## src/rtl/serial_addsub_pkg.sv

```systemverilog
// Shared types and sizing helpers for the bit-serial adder/subtractor.
package serial_addsub_pkg;

  typedef enum logic [1:0] {
    IDLE = 2'd0,
    RUN  = 2'd1,
    DONE = 2'd2
  } state_t;

  function automatic int cnt_width(input int width);
    int w;
    w = $clog2(width);
    return (w < 1) ? 1 : w;
  endfunction

endpackage

```

## src/rtl/serial_addsub_if.sv

```systemverilog
// Request/result bundle of the serial adder; master drives requests, slave is the datapath.
interface serial_addsub_if #(
  parameter int WIDTH = 8
);
  logic             start;
  logic             sub;
  logic [WIDTH-1:0] a;
  logic [WIDTH-1:0] b;
  logic             cin;
  logic             ready;
  logic             busy;
  logic             done;
  logic [WIDTH-1:0] sum;
  logic             cout;
  logic             overflow;

  modport master (
    output start, sub, a, b, cin,
    input  ready, busy, done, sum, cout, overflow
  );

  modport slave (
    input  start, sub, a, b, cin,
    output ready, busy, done, sum, cout, overflow
  );
endinterface

```

## src/rtl/serial_addsub_full_adder_cell.sv

```systemverilog
// Single-bit full adder, the only arithmetic element of the serial datapath.
module full_adder_cell (
  input  logic x,
  input  logic y,
  input  logic z,
  output logic sum,
  output logic carry
);

  assign sum   = x ^ y ^ z;
  assign carry = (x & y) | (z & (x ^ y));

endmodule

```

## src/rtl/serial_addsub.sv

```systemverilog
// Bit-serial adder/subtractor: one bit per clock, LSB first, through one full-adder cell.
module serial_addsub
  import serial_addsub_pkg::*;
#(
  parameter int WIDTH = 8
) (
  input  logic            clk,
  input  logic            rst_n,
  serial_addsub_if.slave  bus
);

  localparam int              CNT_W    = cnt_width(WIDTH);
  localparam logic [CNT_W-1:0] LAST_IDX = CNT_W'(WIDTH - 1);
  localparam logic [CNT_W-1:0] CMSB_IDX = CNT_W'((WIDTH > 1) ? (WIDTH - 2) : 0);

  state_t           state_r;
  state_t           state_nxt_s;
  logic             accept_s;
  logic             last_s;

  logic [WIDTH-1:0] op_a_r;
  logic [WIDTH-1:0] op_b_r;
  logic [WIDTH-1:0] acc_r;
  logic [WIDTH-1:0] acc_shift_s;
  logic [WIDTH-1:0] op_a_shift_s;
  logic [WIDTH-1:0] op_b_shift_s;
  logic             carry_r;
  logic             cmsb_r;
  logic [CNT_W-1:0] cnt_r;

  logic [WIDTH-1:0] sum_r;
  logic             cout_r;
  logic             ovf_r;
  logic             done_r;
  logic             busy_r;
  logic             ready_r;

  logic             fa_sum_s;
  logic             fa_carry_s;

  full_adder_cell u_fa (
    .x     (op_a_r[0]),
    .y     (op_b_r[0]),
    .z     (carry_r),
    .sum   (fa_sum_s),
    .carry (fa_carry_s)
  );

  // State register
  always_ff @(posedge clk or negedge rst_n) begin
    if (!rst_n) begin
      state_r <= IDLE;
    end else begin
      state_r <= state_nxt_s;
    end
  end

  // Next-state decode plus accept/last-bit strobes
  always_comb begin
    state_nxt_s = state_r;
    accept_s    = 1'b0;
    last_s      = 1'b0;
    case (state_r)
      IDLE: begin
        if (bus.start) begin
          state_nxt_s = RUN;
          accept_s    = 1'b1;
        end else begin
          state_nxt_s = IDLE;
        end
      end
      RUN: begin
        if (cnt_r == LAST_IDX) begin
          state_nxt_s = DONE;
          last_s      = 1'b1;
        end else begin
          state_nxt_s = RUN;
        end
      end
      DONE: begin
        if (bus.start) begin
          state_nxt_s = RUN;
          accept_s    = 1'b1;
        end else begin
          state_nxt_s = IDLE;
        end
      end
      default: begin
        state_nxt_s = IDLE;
      end
    endcase
  end

  // Right-shift views; the new sum bit enters the accumulator at the MSB
  always_comb begin
    acc_shift_s              = acc_r >> 1;
    acc_shift_s[WIDTH-1]     = fa_sum_s;
    op_a_shift_s             = op_a_r >> 1;
    op_b_shift_s             = op_b_r >> 1;
  end

  // Operand/carry shifting and result capture
  always_ff @(posedge clk or negedge rst_n) begin
    if (!rst_n) begin
      op_a_r  <= '0;
      op_b_r  <= '0;
      acc_r   <= '0;
      carry_r <= 1'b0;
      cmsb_r  <= 1'b0;
      cnt_r   <= '0;
      sum_r   <= '0;
      cout_r  <= 1'b0;
      ovf_r   <= 1'b0;
      done_r  <= 1'b0;
      busy_r  <= 1'b0;
      ready_r <= 1'b1;
    end else begin
      if (accept_s) begin
        // Subtraction is a + ~b + 1, so the inversion and the +1 happen here once
        op_a_r  <= bus.a;
        op_b_r  <= bus.sub ? ~bus.b : bus.b;
        carry_r <= bus.sub ? 1'b1 : bus.cin;
        cmsb_r  <= bus.sub ? 1'b1 : bus.cin;
        acc_r   <= '0;
        cnt_r   <= '0;
      end else if (state_r == RUN) begin
        op_a_r  <= op_a_shift_s;
        op_b_r  <= op_b_shift_s;
        acc_r   <= acc_shift_s;
        carry_r <= fa_carry_s;
        cnt_r   <= cnt_r + CNT_W'(1);
        if ((WIDTH > 1) && (cnt_r == CMSB_IDX)) begin
          cmsb_r <= fa_carry_s;
        end
      end
      if (last_s) begin
        sum_r  <= acc_shift_s;
        cout_r <= fa_carry_s;
        ovf_r  <= cmsb_r ^ fa_carry_s;
      end
      done_r  <= last_s;
      busy_r  <= (state_nxt_s == RUN);
      ready_r <= (state_nxt_s != RUN);
    end
  end

  assign bus.sum      = sum_r;
  assign bus.cout     = cout_r;
  assign bus.overflow = ovf_r;
  assign bus.done     = done_r;
  assign bus.busy     = busy_r;
  assign bus.ready    = ready_r;

endmodule

```

## src/flat_wrapper.sv

```systemverilog
// flat-port wrapper written by rule: the top's interface ports become plain ports
module serial_addsub_flat import serial_addsub_pkg::*;
#(
  parameter int WIDTH = 8
)
  (clk, rst_n, bus_start, bus_sub, bus_a, bus_b, bus_cin, bus_ready, bus_busy, bus_done, bus_sum, bus_cout, bus_overflow);
  serial_addsub_if #(.WIDTH(WIDTH)) bus_i ();
  input  logic clk;
  input  logic rst_n;
  input wire logic [$bits(bus_i.start)-1:0] bus_start;
  input wire logic [$bits(bus_i.sub)-1:0] bus_sub;
  input wire logic [$bits(bus_i.a)-1:0] bus_a;
  input wire logic [$bits(bus_i.b)-1:0] bus_b;
  input wire logic [$bits(bus_i.cin)-1:0] bus_cin;
  output wire logic [$bits(bus_i.ready)-1:0] bus_ready;
  output wire logic [$bits(bus_i.busy)-1:0] bus_busy;
  output wire logic [$bits(bus_i.done)-1:0] bus_done;
  output wire logic [$bits(bus_i.sum)-1:0] bus_sum;
  output wire logic [$bits(bus_i.cout)-1:0] bus_cout;
  output wire logic [$bits(bus_i.overflow)-1:0] bus_overflow;
  assign bus_i.start = bus_start;
  assign bus_i.sub = bus_sub;
  assign bus_i.a = bus_a;
  assign bus_i.b = bus_b;
  assign bus_i.cin = bus_cin;
  assign bus_ready = bus_i.ready;
  assign bus_busy = bus_i.busy;
  assign bus_done = bus_i.done;
  assign bus_sum = bus_i.sum;
  assign bus_cout = bus_i.cout;
  assign bus_overflow = bus_i.overflow;
  serial_addsub #(.WIDTH(WIDTH)) u_core (.clk(clk), .rst_n(rst_n), .bus(bus_i));
endmodule
```

## config.mk

```make
export PLATFORM = sky130hd
export DESIGN_NAME = serial_addsub_flat
export DESIGN_NICKNAME = d
export VERILOG_FILES = /design/src/rtl/serial_addsub_pkg.sv /design/src/rtl/serial_addsub_if.sv /design/src/rtl/serial_addsub_full_adder_cell.sv /design/src/rtl/serial_addsub.sv /design/src/flat_wrapper.sv
export SDC_FILE = /design/constraint.sdc
export NUM_CORES = 1
export LEC_CHECK = 0
export CAP_MARGIN = 20
export CORE_MARGIN = 4
export CORE_UTILIZATION = 45
export CTS_CLUSTER_DIAMETER = 60
export DETAILED_ROUTE_END_ITERATION = 8
export GPL_TIMING_DRIVEN = 0
export PLACE_DENSITY = 0.77
export SLEW_MARGIN = 20
export SYNTH_ARGS = -nofsm -noshare
export SYNTH_HDL_FRONTEND = slang
export SYNTH_SLANG_ARGS = --single-unit
```

## constraint.sdc

```tcl
create_clock -name clk -period 2.7 [get_ports clk]
set_clock_uncertainty 0.05 [all_clocks]
set_input_delay 0.405 -clock clk [delete_from_list [all_inputs] [get_ports clk]]
set_output_delay 0.405 -clock clk [all_outputs]
set_load 0.05 [all_outputs]
```

### After elaboration in Yosys (flattened, before gate mapping)

Cells that the tools add are included.

| cells by class | value |
|---|---|
| $add $sub $neg | 1 |
| equal/unequal tests | 6 |
| multiplexer cells | 22 |
| bitwise logic cells | 7 |
| reduce and logical (&&, ||, !) cells | 5 |

Operator list:

| operator | count |
|---|---|
| $mux W8 | 7 |
| $mux W1 | 11 |
| $not A8 Y8 | 1 |
| $eq A3 B3 Y1 const B | 2 |
| $mux W3 | 2 |
| $eq A2 B1 Y1 const B | 2 |
| $pmux W2 S2 | 1 |
| $reduce_bool A2 Y1 | 2 |
| $add A3 B1 Y3 const B | 1 |
| $xor A1 B1 Y1 | 3 |
| $and A1 B1 Y1 | 2 |
| $eq A2 B2 Y1 const B | 1 |
| $logic_not A2 Y1 | 1 |
| $mux W2 | 1 |
| $ne A2 B1 Y1 const B | 1 |
| $reduce_and A2 Y1 | 1 |
| $reduce_or A2 Y1 | 1 |
| $or A1 B1 Y1 | 1 |

| word-level totals | value |
|---|---|
| bits in registers | 44 |
| bits of input ports | 21 |
| output and inout port bits | 13 |
| logic and storage cells | 54 |

### Depth between registers and ports, before layout

Gate-level depths: netlist of run 1.

| logic depth | value |
|---|---|
| word-level depth | 6 |
| depth in mapped cells | 6 |
| gate-level depth less buffers | 5 |

### Modules after synthesis

From an unflattened synthesis of run 1, not the netlist that was laid out.

| unflattened totals | value |
|---|---|
| cells, all modules | 151 |
| area total of the unflattened synthesis | 1834.3 um^2 |

Modules (own cells, without submodules):

| module | times used | cells an instance | area an instance (um^2) | seq. area each (um^2) |
|---|---|---|---|---|
| serial_addsub | 1 | 150 | 1814.2 | 1077.3 |
| full_adder_cell | 1 | 1 | 20.0 | 0.0 |

### Least setup slack after synthesis of run 1

Ideal clock, no wire load.

| timing path | value |
|---|---|
| path kind | register -> register |
| start | reg u_core.cnt_r[0] |
| end | reg u_core.sum_r[2], in the netlist u_core.bus.sum[2] |
| arrival time | 1.465 ns |
| slack | 1.060 ns |
| cell stages (with the launch flop) | 6 |
| buffers on the path | 1 |
| clock period less this slack | 1.640 ns |
| path through | dfrtp_1 > ha_1 > ha_1 > nand3b_1 > buf_2 > mux2_2 |

| between the ends | value |
|---|---|
| longest elaborated chain between the ends | 3 |

RTL lines:

| item | RTL line | RTL |
|---|---|---|
| from (decl) | serial_addsub.sv:29 | `logic [CNT_W-1:0] cnt_r;` |
| from (signal assigned) | serial_addsub.sv:131 | `cnt_r <= cnt_r + CNT_W'(1);` |
| $eq A3 B3 Y1 | serial_addsub.sv:73 | `if (cnt_r == LAST_IDX) begin` |
| $mux W1 | serial_addsub.sv:73 |  |
| $mux W1 | serial_addsub.sv:63 | `case (state_r)` |
| to (signal assigned) | serial_addsub.sv:137 | `sum_r <= acc_shift_s;` |
| to (decl) | serial_addsub.sv:31 | `logic [WIDTH-1:0] sum_r;` |

No other way between the ends.
A chain may end at the register's enable or synchronous reset.

### Worst setup path after layout of run 1

| timing path | value |
|---|---|
| start | reg u_core.ready_r, in the netlist u_core.bus.ready |
| end | out bus_ready |

RTL lines:

| item | RTL line | RTL |
|---|---|---|
| from (decl) | serial_addsub.sv:36 | `logic ready_r;` |
| from (signal assigned) | serial_addsub.sv:143 | `ready_r <= (state_nxt_s != RUN);` |
| to (decl) | flat_wrapper.sv:15 | `output wire logic [$bits(bus_i.ready)-1:0] bus_ready;` |

No word-level cell between the ends.

==> results of run 1 <==
cells in the mapped netlist:
library cell / instances
nand2b_1: 2
nor2_1: 8
mux2_2: 9
buf_2: 8
nand3b_1: 1
nand2_1: 22
dfrtp_1: 42
a22o_1: 10
o21ai_0: 4
nor3_1: 1
o21ai_1: 1
nor2_4: 1
o2bb2ai_1: 1
nand4_1: 1
buf_4: 4
xor2_1: 6
a22oi_1: 6
ha_1: 3
nand3_1: 7
dfstp_2: 1
nor2b_1: 2
inv_1: 4
fa_1: 1
xnor2_1: 3
a221o_1: 2
a31oi_1: 8
final cells by class:
cell class	instances	area [um^2]	area share (%)
multi-input combinational	99	677	28.7
clock inverter	2	37.5	1.59
timing repair buffer	34	345	14.7
buffer	12	70.1	2.98
sequential	43	1080	45.7
clock buffer	6	72.6	3.08
inverter	4	15.0	0.638
tap	48	60.1	2.55
logic make-up (layout without fill, tap and decap cells):
logic type | after synthesis | count (layout) | synth area share, %
fa+ha+maj | 4 | 4 | 3.13
buf+inv | 16 | 58 | 4.63
mux | 9 | 9 | 5.51
flops | 43 | 43 | 58.6
compound gates | 32 | 32 | 12.9
xor+xnor | 9 | 9 | 4.29
simple gates | 45 | 45 | 11.0
per-stage QoR:
| step | utilization, % | std cells | setup WS [ns] | hold slack [ns] |
|---|---|---|---|---|
| 2_1_floorplan | - | 158 | 1.06 | 0.0594 |
| 3_5_place_dp | 58.8 | 239 | 0.840 | 0.278 |
| 5_1_grt | 62.0 | 248 | 0.617 | 0.484 |
| 4_1_cts | 62.0 | 248 | 0.641 | 0.456 |
| 6_report | 62.0 | 248 | 0.654 | 0.451 |
| 3_3_place_gp | 58.4 | 238 | 0.160 | 0.431 |
worst max path at each step:
stage / startpoint / endpoint / depth (start not counted)
2_1_floorplan: u_core.cnt_r[0]$_DFFE_PN0P_ / u_core.bus.sum[2]$_DFFE_PN0P_ / 5
3_3_place_gp: rst_n / u_core.op_b_r[4]$_DFFE_PN0P_ / 1
3_5_place_dp: u_core.cnt_r[0]$_DFFE_PN0P_ / u_core.bus.sum[7]$_DFFE_PN0P_ / 5
4_1_cts: u_core.bus.ready$_DFF_PN1_ / bus_ready / 1
5_1_grt: u_core.bus.ready$_DFF_PN1_ / bus_ready / 1
6_report: u_core.bus.ready$_DFF_PN1_ / bus_ready / 1
metal layers:
layer / routed length, um / GRT usage [%] / up-vias
met5: 0 / 0 / -
li1: - / - / 629
met2: 2020 / 25.8 / 37
met4: 28 / 5.43 / 0
met1: 1580 / 21.1 / 671
met3: 176 / 3.46 / 2
power breakdown:
| part | total, mW | switching [mW] | internal (mW) |
|---|---|---|---|
| clock | 0.484 | 0.208 | 0.276 |
| sequential | 1.13 | 0.186 | 0.948 |
| combinational | 1.37 | 0.797 | 0.575 |
| total | 2.99 | 1.19 | 1.80 |
tightest hold or removal path: cells and delay by family (launching register included):
kind / cells / cell delay, ns
flip-flops: 1 / 0.34
AND/OR/NAND/NOR: 2 / 0.13
registers in the layout, indices dropped and copies added (netlist names):
name and cells:
u_core.bus.cout 1, u_core.op_a_r 8, u_core.carry_r 1, u_core.bus.busy 1, u_core.bus.done 1, u_core.op_b_r 8, u_core.cmsb_r 1, u_core.bus.ready 1
u_core.bus.sum 8, u_core.cnt_r 3, u_core.state_r 2, u_core.acc_r 7, u_core.bus.overflow 1
==> impl_metrics.ini, run 1 <==
[status]
status = complete, no violations

[drt]
first_pass_iters = 4
drc = 0
drt_iter0_markers = 123
finalWirelength_um = 3810
avgViaCountPerCell = 5.40
ant_nets = 0
wl_per_cell_um = 15.4
via_count = 1339

[critical_path]
worstPathRequired_ns = 2.25
arrival_ns = 1.59
critical-path-top-delay-family = buffers and inverters
reg2reg_slack_ns = 0.85
slowest_stage = clkdlybuf4s50_1
cp_num_buf_inv = 1
worstSetupEndpointType = output port
path_class = reg -> out
reg2reg_from = u_core.cnt_r[0]$_DFFE_PN0P_
crit_path_max_incr_delay_ns = 0.79
reg2reg_depth = 5
startpoint_type = flip-flop
worstPathMaxFanout = 1
cp_cell_sequence = clkdlybuf4s50_1
r2r-end = u_core.bus.sum[5]$_DFFE_PN0P_

[timing]
fin_setup_tns_ns = 0
period_needed_ns = 2.05
relSlewSlack_pct = 66.6
rsz0062_at_grt = false
finalSetupViolations = 0
max_freq_mhz = 489
tightest_slew_ns = 0.500
slew_viol_final = 0
hold_viol = 0
fin_crit_sh_pct = 75.8

[clock_tree]
clk_latency_ns = 0.29
clk_pin_slew_worst_paths_ns = 0.08
cts-resized-gates = 0
cts_setup_buffers = 0
cts-root-buf = clkbuf_8
cts_tree = done
cts_made_buffers = 5
htreeDepth = 2
cts_buffer_depth = 2
cts.sinks = 43
ctsHoldBuffers = 1

[floorplanning]
ios = 34
floorplan.initialDensity_pct = 48.4
core_um2 = 3800
dieHeight_um = 71.9
die-area_um2 = 5170
rows = 22
die_width_um = 71.9

[synth]
synth_top_area_share_pct = 57.1
synthTopCellsByArea = dfrtp_1, mux2_2, a22o_1, nand2_1, xor2_1
ys_seq_elements = 43
yosys_warnings = 0
yosys.area.top_type = dfrtp_1
syn_nets = 183
seq_area_frac_synth_pct = 58.6
synth_cell_types = 26
synthCells = 158
syn_area_um2 = 1840
synth_area_per_cell_um2 = 11.6

[place]
gp_congestion = 0.790
placed_area_um2 = 2230
port_buffers = 32
hpwlAfterDp_um = 2710

[power]
fin_total_pwr_mw = 2.99
p_leak_nw = 1.07
vdd_ir_drop_max_mv = 0.492
p_per_area_nw_per_um2 = 1270

[global_routing]
track_usage_pct = 15.9
grt_pass1_wl_um = 6400
grt_pass1_vias = 1343
grt_overflow = 0
grt_start_max_net_pins = 31
antenna_found_initial = 0

[layout]
nets = 224
final_area_um2 = 2350
antenna_cells_inserted = 0
final_common_cell = dfrtp_1
drive_above_1_share_pct = 16.0
layout_common_cells = dfrtp_1, clkdlybuf4s50_1, nand2_1, a22o_1
syn2layout_area_growth_pct = 28.0
fillers = 292

[hold_path]
hold_path.class = reg -> reg
whs_path_depth = 2
min-delay-start = u_core.op_a_r[6]$_DFFE_PN0P_
min_to = u_core.op_a_r[6]$_DFFE_PN0P_

[job]
cap_violations = 0
(Power assumes the default switching activity.)
==> run 2: changes to the inputs <==
- PLACE_DENSITY: 0.77 -> 0.8
- clock period: 2.7 -> 1.7 ns (I/O delays scaled with it)
==> run 2 against run 1 <==
Register-to-register slack lost 0.77 ns. Clock power increased by 34%. Cell count increased by 0.81%. Routed wire length is 4.0% higher. Critical endpoint unchanged. Highest routed layer unchanged.
==> impl_metrics.ini, run 2 (synthesis gave the netlist of run 1 again) <==
[place]
gp_congestion = 0.795
hpwlAfterDp_um = 2700
placed_cells = 239
placed_area_um2 = 2240
port_buffers = 32

[clock_tree]
cts_tree = done
clk_latency_ns = 0.30
cts_made_buffers = 5
cts-root-buf = clkbuf_8
cts.sinks = 43
cts_buffer_depth = 2
clk_pin_slew_worst_paths_ns = 0.07
htreeDepth = 2

[timing]
rsz0062_at_grt = false
finalSetupViolations = 0
relSlewSlack_pct = 67.0
period_needed_ns = 1.62
tightest_slew_ns = 0.495
max_freq_mhz = 616
fin_setup_tns_ns = 0
slew_viol_final = 0
fin_crit_sh_pct = 95.6
hold_viol = 0

[status]
status = complete, no violations

[global_routing]
antenna_found_initial = 0
grt_overflow = 0
grt_pass1_vias = 1377
grt_start_max_net_pins = 24
grt_pass1_wl_um = 6550
track_usage_pct = 16.5

[drt]
finalWirelength_um = 3960
drc = 0
first_pass_iters = 5
ant_nets = 0
wl_per_cell_um = 15.9
via_count = 1360
avgViaCountPerCell = 5.44
drt_iter0_markers = 116

[layout]
drive_above_1_share_pct = 17.3
antenna_cells_inserted = 0
final_common_cell = dfrtp_1
final_area_um2 = 2350
fillers = 300
syn2layout_area_growth_pct = 27.9
layout_common_cells = dfrtp_1, nand2_1, clkdlybuf4s50_1, dlygate4sd2_1, a22o_1
nets = 227
final_cells = 250

[power]
p_leak_nw = 1.12
p_per_area_nw_per_um2 = 1950
vdd_ir_drop_max_mv = 0.882

[critical_path]
path_class = reg -> out
cp_num_buf_inv = 1
slowest_stage = dfstp_2
worstPathMaxFanout = 1
reg2reg_slack_ns = 0.08
cp_cell_sequence = dlygate4sd2_1
crit_path_max_incr_delay_ns = 0.51
arrival_ns = 1.32
worstPathRequired_ns = 1.39
startpoint_type = flip-flop
worstSetupEndpointType = output port
critical-path-top-delay-family = flip-flops

[floorplanning]
dieHeight_um = 71.9
rows = 22
die_width_um = 71.9
die-area_um2 = 5170
core_um2 = 3800
floorplan.initialDensity_pct = 48.4
ios = 34

[job]
cap_violations = 0

[hold_path]
hold_path.class = in -> reg
[run 2: cell types whose count changed in the layout (fill, tap and decap cells not counted), sizes merged]
cell	delta
buf	+3
bufinv	-1
dlygate4sd2	+13
clkinv	+1
clkdlybuf4s50	-13
clkinvlp	-1
[run 2: what timing repair did]
| item | in CTS | in global routing |
|---|---|---|
| hold buffers | 1 | 0 |
| resized for setup | 14 | 1 |
| setup buffers | 1 | 2 |
| setup endpoints to repair | 19 | 6 |
| hold endpoints to repair | 19 | 0 |
[run 2: path summary, 6_finish.rpt]
check | cells past startpoint | from | to
setup / recovery | 1 | u_core.bus.ready$_DFF_PN1_ | bus_ready
hold / removal | 4 | bus_sub | u_core.op_b_r[6]$_DFFE_PN0P_
setup reg to reg | 5 | u_core.cnt_r[0]$_DFFE_PN0P_ | u_core.bus.sum[2]$_DFFE_PN0P_
hold reg to reg | 2 | u_core.bus.overflow$_DFFE_PN0P_ | u_core.bus.overflow$_DFFE_PN0P_
max in group asynchronous | 3 | rst_n | u_core.op_b_r[3]$_DFFE_PN0P_
min in group asynchronous | 2 | rst_n | u_core.bus.sum[2]$_DFFE_PN0P_
[run 2: worst min-delay path, stage by stage]
cell	delay, ns
buf_2	0.24
xor2_1	0.10
nor2_1	0.08
a31oi_1	0.04
[run 2: metrics by stage]
| stage | setup slack [ns] | utilization [%] | power [mW] | hold WS [ns] |
|---|---|---|---|---|
| finish | 0.0756 | 61.9 | 4.58 | 0.411 |
| global route | 0.0130 | 61.9 | 4.87 | 0.429 |
| CTS | 0.0515 | 61.4 | 4.57 | 0.406 |
| detailed placement | -0.108 | 59.0 | 3.99 | 0.194 |
| global placement | -0.656 | 58.4 | 3.91 | 0.431 |
| floorplan | 0.0598 | - | 3.31 | -0.0906 |
[run 2: cell type report]
class                   count  area [um^2]  area share (%)
clock buffers               6         82.6            3.51
well taps                  48         60.1            2.55
clock inverters             1         5.00           0.213
inverters                   4         15.0           0.638
flip-flops and latches     43         1080            45.8
repair buffers             37          359            15.3
multi-input cells          99          677            28.8
plain buffers              12         76.3            3.24
[run 2: power by group]
part           leakage [nW]  total, mW  internal, mW  switching [mW]
clock network        0.0470      0.649         0.319           0.331
registers             0.532       1.79          1.51           0.288
logic                 0.543       2.14         0.848            1.29
[run 2: metal layers]
layer  GRT usage, %  up-vias  wire (um)
li1               -      637          -
met1           20.7      674       1750
met2           26.5       40       1970
met3           4.02        9        139
met4           8.77        0        110
met5              0        -          0
==> run 3: changes to the inputs <==
- DONT_BUFFER_PORTS: not set -> 1
- PLACE_DENSITY: 0.8 -> 0.67
- clock period: 1.7 -> 1.9 ns (I/O delays scaled with it)
==> run 3 against run 2 <==
Global-route usage decreased by 0.79 points. Register-to-register slack barely moved. Critical endpoint is now u_core.bus.sum[5]$_DFFE_PN0P_. Design area down 14%. Highest routed layer unchanged. Clock-buffer cell count decreased by 1. Worst hold slack worse by 0.34 ns. First-iteration DRC count is 6.0% higher. Clock power decreased by 14%. Via count down 12%. Non-clock buffer count shrank 35.
==> impl_metrics.ini, run 3 (synthesis gave the netlist of run 1 again) <==
[clock_tree]
clk_latency_ns = 0.30
cts_setup_buffers = 0
cts_tree = done
cts.sinks = 43
cts_buffer_depth = 2
htreeDepth = 2
clk_pin_slew_worst_paths_ns = 0.08
cts_made_buffers = 5
cts-root-buf = clkbuf_8

[job]
cap_violations = 0

[layout]
final_common_cell = dfrtp_1
final_area_um2 = 2020
antenna_cells_inserted = 0
syn2layout_area_growth_pct = 9.59
drive_above_1_share_pct = 19.0
nets = 192
final_cells = 216
fillers = 342
layout_common_cells = dfrtp_1, nand2_1, a22o_1, mux2_2
postLayoutCoreUtil_pct = 53.1

[timing]
max_freq_mhz = 549
rsz0062_at_grt = false
timing.hold.ws_ns = 0.0700
tightest_slew_ns = 0.501
finalSetupViolations = 0
fin_ws_ns = 0.0798
fin_setup_tns_ns = 0
hold_viol = 0
period_needed_ns = 1.82
relSlewSlack_pct = 66.6
slew_viol_final = 0
fin_crit_sh_pct = 95.8

[critical_path]
slowest_stage = dfrtp_1
critical-path-top-delay-family = adder cells
cp_cell_sequence = ha_1 > ha_1 > nand3b_1 > clkbuf_4 > mux2_2
crit_path_max_incr_delay_ns = 0.41
path_class = reg -> reg
worstSetupEndpointType = flip-flop
cp_num_buf_inv = 1
path_common_cell = ha_1
worstPathMaxFanout = 10
startpoint_type = flip-flop
arrival_ns = 1.95
worstPathRequired_ns = 2.03

[drt]
first_pass_iters = 4
wl_per_cell_um = 17.2
finalWirelength_um = 3720
ant_nets = 0
drt_iter0_markers = 123
via_count = 1203
avgViaCountPerCell = 5.57
drc = 0

[floorplanning]
die-area_um2 = 5170
ios = 34
floorplan.initialDensity_pct = 48.4
dieHeight_um = 71.9
core_um2 = 3800
rows = 22
die_width_um = 71.9

[global_routing]
antenna_found_initial = 0
grtUsageMet3_pct = 4.85
grt_pass1_wl_um = 6180
grt_overflow = 0
grt_pass1_vias = 1233
grt_start_max_net_pins = 44
track_usage_pct = 15.8
grt.busiest_layer = met2
grt_util_met1_pct = 20.6
grtUsageMet2_pct = 24.8

[place]
hpwlAfterDp_um = 2550
placed_area_um2 = 1900
placed_cells = 206
pre_cts_ws_ns = 0.0813
gp_congestion = 0.781
port_buffers = 0

[status]
status = complete, no violations

[hold_path]
hold_path.class = in -> reg

[power]
p_leak_nw = 0.950
p_per_area_nw_per_um2 = 1920
vdd_ir_drop_max_mv = 0.820
fin_total_pwr_mw = 3.86
-- run 3: cell types whose count changed in the layout (fill, tap and decap cells not counted), sizes merged --
cell | previous run | this run
clkinv | 1 | 3
dlygate4sd2 | 13 | 0
clkdlybuf4s50 | 18 | 0
buf | 17 | 12
-- run 3: layer usage --
metal | part of all wire [%] | wire, um
met1 | 44 | 1650
met2 | 50 | 1860
met3 | 4.8 | 177
met4 | 1.0 | 39
met5 | 0 | 0
-- run 3: cell type report --
type / instances / area (um^2) / area share (%)
sequential: 43 / 1080 / 53.4
multi-input combinational: 99 / 677 / 33.6
buffer: 12 / 72.6 / 3.60
clock buffer: 5 / 68.8 / 3.41
tap: 48 / 60.1 / 2.98
timing repair buffer: 2 / 30.0 / 1.49
clock inverter: 3 / 15.0 / 0.745
inverter: 4 / 15.0 / 0.745
-- run 3: report_power, final --
part | switching (mW) | internal, mW
logic | 0.646 | 0.593
clock network | 0.307 | 0.252
registers | 0.723 | 1.34
-- run 3: final timing paths --
path                       cells after the start                            end  slack [ns]                   startpoint
max in group asynchronous                      2     u_core.bus.ready$_DFF_PN1_        1.12                        rst_n
setup reg to reg                               5  u_core.bus.sum[5]$_DFFE_PN0P_        0.08  u_core.cnt_r[0]$_DFFE_PN0P_
hold / removal                                 2   u_core.op_a_r[4]$_DFFE_PN0P_        0.07                     bus_a[4]
min in group asynchronous                      2     u_core.carry_r$_DFFE_PN0P_        0.42                        rst_n
setup / recovery                               5  u_core.bus.sum[5]$_DFFE_PN0P_        0.08  u_core.cnt_r[0]$_DFFE_PN0P_
hold reg to reg                                1    u_core.acc_r[1]$_DFFE_PN0P_        0.45  u_core.acc_r[1]$_DFFE_PN0P_
-- run 3: repair_timing --
action                                  4_1_cts  5_1_grt
endpoints found under the setup margin        0        6
hold endpoints to repair                     43        0
gates resized for setup                       0        1
hold buffers                                  2        0
